File: src/rtl/param_match_counter.sv
// param_match_counter: parametrised timebase counter with per-channel compare flags,
// midpoint flag, registered wrap pulse and sticky one-shot done flag.
// Latency: COUNT/WRAP/DONE update on the rising edge; MATCH/HALF are combinational on COUNT/CMP.
// Backpressure: none; EN gates advancement, CLR overrides everything on the next edge.
//
// Ports:
//   i_clock    system clock (rising edge)
//   i_reset_n  asynchronous active-low reset
//   i_en       count enable
//   i_clr      synchronous clear (priority over everything else)
//   i_mode     00 free-run, 01 auto-reload, 10 one-shot, 11 free-run
//   i_cmp      packed compare values, channel i = i_cmp[i*WIDTH +: WIDTH]; channel 0 is terminal
//   o_count    present counter value
//   o_match    per-channel equality flags
//   o_half     counter equals 2^(WIDTH-1)
//   o_wrap     one-cycle pulse in the cycle the counter first shows 0 after rollover/reload
//   o_done     one-shot terminal reached (sticky until clear/reset)
module param_match_counter #(
  parameter int WIDTH    = 20,
  parameter int CHANNELS = 2
) (
  input  logic                      i_clock,
  input  logic                      i_reset_n,
  input  logic                      i_en,
  input  logic                      i_clr,
  input  logic [1:0]                i_mode,
  input  logic [CHANNELS*WIDTH-1:0] i_cmp,
  output logic [WIDTH-1:0]          o_count,
  output logic [CHANNELS-1:0]       o_match,
  output logic                      o_half,
  output logic                      o_wrap,
  output logic                      o_done
);

  localparam logic [1:0]       MODE_RELOAD  = 2'b01;
  localparam logic [1:0]       MODE_ONESHOT = 2'b10;
  localparam logic [WIDTH-1:0] HALF_VAL     = {1'b1, {(WIDTH-1){1'b0}}};
  localparam logic [WIDTH-1:0] ONE          = {{(WIDTH-1){1'b0}}, 1'b1};

  logic [WIDTH-1:0] r_count;
  logic             r_wrap;
  logic             r_done;

  logic [WIDTH-1:0] w_cmp0;
  logic             w_term;
  logic             w_all_ones;
  logic [WIDTH-1:0] w_count_nxt;
  logic             w_wrap_nxt;
  logic             w_done_nxt;

  assign w_cmp0     = i_cmp[WIDTH-1:0];
  assign w_term     = (r_count == w_cmp0);
  assign w_all_ones = &r_count;

  // Next-state selection: CLR > DONE hold > EN > idle.
  always_comb begin
    w_count_nxt = r_count;
    w_wrap_nxt  = 1'b0;
    w_done_nxt  = r_done;
    if (i_clr) begin
      w_count_nxt = '0;
      w_done_nxt  = 1'b0;
    end else if (r_done) begin
      w_count_nxt = r_count;
    end else if (i_en) begin
      case (i_mode)
        MODE_RELOAD: begin
          if (w_term) begin
            w_count_nxt = '0;
            w_wrap_nxt  = 1'b1;
          end else begin
            // Natural rollover still pulses WRAP if CMP[0] was moved below COUNT mid-run.
            w_count_nxt = r_count + ONE;
            w_wrap_nxt  = w_all_ones;
          end
        end
        MODE_ONESHOT: begin
          if (w_term) begin
            w_done_nxt = 1'b1;
          end else begin
            w_count_nxt = r_count + ONE;
            w_wrap_nxt  = w_all_ones;
          end
        end
        default: begin
          w_count_nxt = r_count + ONE;
          w_wrap_nxt  = w_all_ones;
        end
      endcase
    end
  end

  always_ff @(posedge i_clock or negedge i_reset_n) begin
    if (!i_reset_n) begin
      r_count <= '0;
      r_wrap  <= 1'b0;
      r_done  <= 1'b0;
    end else begin
      r_count <= w_count_nxt;
      r_wrap  <= w_wrap_nxt;
      r_done  <= w_done_nxt;
    end
  end

  // Compare flags are live on CMP: no capture register, changes show immediately.
  always_comb begin
    o_match = '0;
    for (int i = 0; i < CHANNELS; i++) begin
      o_match[i] = (r_count == i_cmp[i*WIDTH +: WIDTH]);
    end
  end

  assign o_half  = (r_count == HALF_VAL);
  assign o_count = r_count;
  assign o_wrap  = r_wrap;
  assign o_done  = r_done;

endmodule
File: config.mk
export PLATFORM = sky130hd
export DESIGN_NAME = param_match_counter
export DESIGN_NICKNAME = d
export VERILOG_FILES = /design/src/rtl/param_match_counter.sv
export SDC_FILE = /design/constraint.sdc
export NUM_CORES = 1
export LEC_CHECK = 0
export CORE_ASPECT_RATIO = 1.4
export CORE_MARGIN = 5
export CORE_UTILIZATION = 30
export DETAILED_ROUTE_END_ITERATION = 10
export PLACE_DENSITY = 0.58
export SYNTH_ARGS = -nofsm -noshare
export SYNTH_HDL_FRONTEND = slang
export SYNTH_SLANG_ARGS = --single-unit
export TNS_END_PERCENT = 20
File: constraint.sdc
create_clock -name i_clock -period 2.6 [get_ports i_clock]
set_input_delay 0.65 -clock i_clock [delete_from_list [all_inputs] [get_ports i_clock]]
set_output_delay 0.65 -clock i_clock [all_outputs]
set_load 0.005 [all_outputs]
==> results.ini <==
[floorplan]
io_pins = 71
fp.dieH_um = 106.2
core_area_sq_um = 6525
rows = 35
die_x_um = 78.74
initial_core_util = 0.3041
die-area_sq_um = 8364

[layout]
drive_gt1_frac = 0.1994
nets = 368
syn_to_final_growth_pct = 53.72
fill_cells = 638
multi_input_area_sq_um = 1333
diodes = 0
regArea_sq_um = 551.8

[flow_run]
cap_viol_max_count = 0

[synthesis]
synth_ff_type = dfrtp_1
seq_area_frac_synth = 0.2774
synth_nets = 284
synth_edf_count = 0
ys_warn_count = 0
synth_top_cell_area_share = 0.2774
synth-seq-cells = 22
synthTopCellsByCount = 28 x xnor2_1, 22 x dfrtp_1, 16 x inv_1
synth_cell_types = 50
synthCells = 234
syn-cell-area_sq_um = 1984
synthArstFlopShare = 1.000
yosys.area.top_type = dfrtp_1
syn_avg_cell_area_sq_um = 8.480
synth_area_leaders = dfrtp_1 28%, xnor2_1 12%, xor2_1 5.3%, nand4_1 4.4%, buf_2 3.8%
synthMostInstantiatedCell = xnor2_1

[global_routing]
grt_max_degree = 23
grt_antenna_before_repair = 0
grt_usage = 0.1633
grt_pass1_wl_um = 10580
grt_overflow = 0
grt_pass1_vias = 2014

[detailed_routing]
num_vias = 2022
dr.pass1.iters = 4
antenna_left = 0
drt-vias-per-instance = 5.185
drt_first_iter_violations = 97
drc = 0
wl_um = 6757
wl_per_cell_um = 17.33

[place]
port_buffers = 70
dp_slack_ns = -0.5693
hpwl_um = 5371
place.gp.congestion = 0.8314

[timing]
finalMaxSlewViolations = 0
setup_ws_ns = 0.07087
hold_violations = 0
setup_viol = 0
tightest_slew_ns = 0.5278
timing.hold.ws_ns = 0.5547
fin_setup_tns_ns = 0
fin_crit_ns = 2.529
fmax_mhz = 395.4
slew_headroom = 0.6449
period_share = 0.9727
rsz0062_at_grt = yes
finClkSkew_ns = 0.005029

[power]
peakVddDrop_mv = 0.1304
pwr_density_cell_nw_per_um2 = 255.9
p_leak_uw = 0.001366
power.total_uw = 780.7

[clocking]
clock_path_buffers = 2
clockRootBuffer = clkbuf_8
ctsHtreeMaxLevel = 1
path_clk_slew_ns = 0.08
cts_tree = yes
clock-sinks = 22
numCtsBuffers = 3
insertion_delay_ns = 0.27
post-cts-setup-buffer-count = 0

[worst_setup_path]
crit_path_end_kind = output pin
critical_path.slowest_cell = clkdlybuf4s50_1
max_stage_delay_ns = 0.47
timing.critical_path.cells = clkdlybuf4s50_1, xnor2_1, nand4_1, nor3_4, and2_4, buf_6
arrival_ns = 1.88
worst_setup_path_start_kind = primary input
rr_worst_depth = 8
crit_fanout = 2
cp.required_ns = 1.95
regToRegEndpoint = o_count[19]$_DFFE_PN0P_
r2r_slack_ns = 0.40
path_class = in2out
reg2reg_from = o_count[5]$_DFFE_PN0P_

[hold_path]
hp-class = reg2reg
whs_endpoint = o_count[1]$_DFFE_PN0P_
min_from = o_count[1]$_DFFE_PN0P_
hold_path_depth = 2

[status]
status = finished, final reports clean

## critical path, delay by kind of cell
family / cells / cell delay [ns]
buffers and inverters: 2 / 0.56
XOR/XNOR: 1 / 0.11
AND/OR/NAND/NOR: 3 / 0.56
## what timing repair did
item | in CTS | in global routing
setup endpoints to repair | 3 | 4
resized for setup | 17 | 31
cloned | 0 | 0
pin swaps | 8 | 15
hold buffers | 0 | 0
## cell families (layout without fill, tap and decap cells)
| logic type | count (synthesis) | after routing | synth area share |
|---|---|---|---|
| flops | 22 | 22 | 0.2774 |
| compound gates | 42 | 42 | 0.1532 |
| simple gates | 86 | 86 | 0.2604 |
| fa+ha+maj | 4 | 4 | 0.02522 |
| mux | 2 | 2 | 0.01009 |
| xor+xnor | 40 | 40 | 0.1765 |
| buf+inv | 38 | 120 | 0.09709 |
## cell type report
class                      instances  share of cell area
sequential                        22              0.1809
timing repair buffer             101              0.3187
clock buffer                       3             0.01354
inverter                          16             0.01969
tap                               74             0.03035
multi-input combinational        174              0.4368
## how the worst max path moves through the flow
stage | startpoint | endpoint | slack [ns] | cells past startpoint
final | i_cmp[12] | o_match[0] | 0.07 | 6
after global routing | i_cmp[20] | o_match[1] | -0.01 | 6
after CTS | i_cmp[25] | o_match[1] | -0.15 | 6
after detailed placement | i_cmp[26] | o_match[1] | -0.57 | 6
after global placement | i_cmp[26] | o_match[1] | -0.56 | 6
after floorplan | i_cmp[16] | o_match[0] | 0.31 | 6
## through the flow
step | instance area (sq um) | std cells | utilization
2_1_floorplan | 1984 | 234 | -
3_3_place_gp | 2878 | 387 | 0.4410
3_5_place_dp | 2878 | 387 | 0.4410
4_1_cts | 2937 | 390 | 0.4500
5_1_grt | 3050 | 390 | 0.4675
6_report | 3050 | 390 | 0.4675
## registers in the layout (all words and copies together) (netlist names)
name,cells
o_count,20
o_wrap,1
o_done,1
## layout by cell type, fill, tap and decap left out, types with 5 or more instances in the layout
cell,synthesis,layout
clkdlybuf4s50_1,0,45
a211o_1,5,5
dfrtp_1,22,21
nand4_1,14,14
buf_4,2,31
xor2_1,12,9
a21oi_1,9,9
nor2_1,6,6
nand2_1,15,15
dlymetal6s2s_1,0,19
inv_1,16,16
nor4_2,1,5
xnor2_1,28,24
o21ai_1,7,7
nand3_1,11,11
## power by group
| group | total, uW | leakage [uW] | internal, uW | switching (uW) |
|---|---|---|---|---|
| sequential | 349 | 0.000304 | 345 | 3.59 |
| clock | 226 | 0.0000216 | 104 | 122 |
| combinational | 206 | 0.00104 | 117 | 88.4 |
| total | 781 | 0.00137 | 567 | 214 |
## routing by layer
metal | track usage | share of wire | up-vias
li1 | - | - | 984
met1 | 0.1982 | 0.39 | 967
met2 | 0.2855 | 0.52 | 63
met3 | 0.02119 | 0.064 | 8
met4 | 0.06875 | 0.019 | 0
met5 | 0 | 0 | -
No activity file was read; power rests on OpenSTA's default activity.
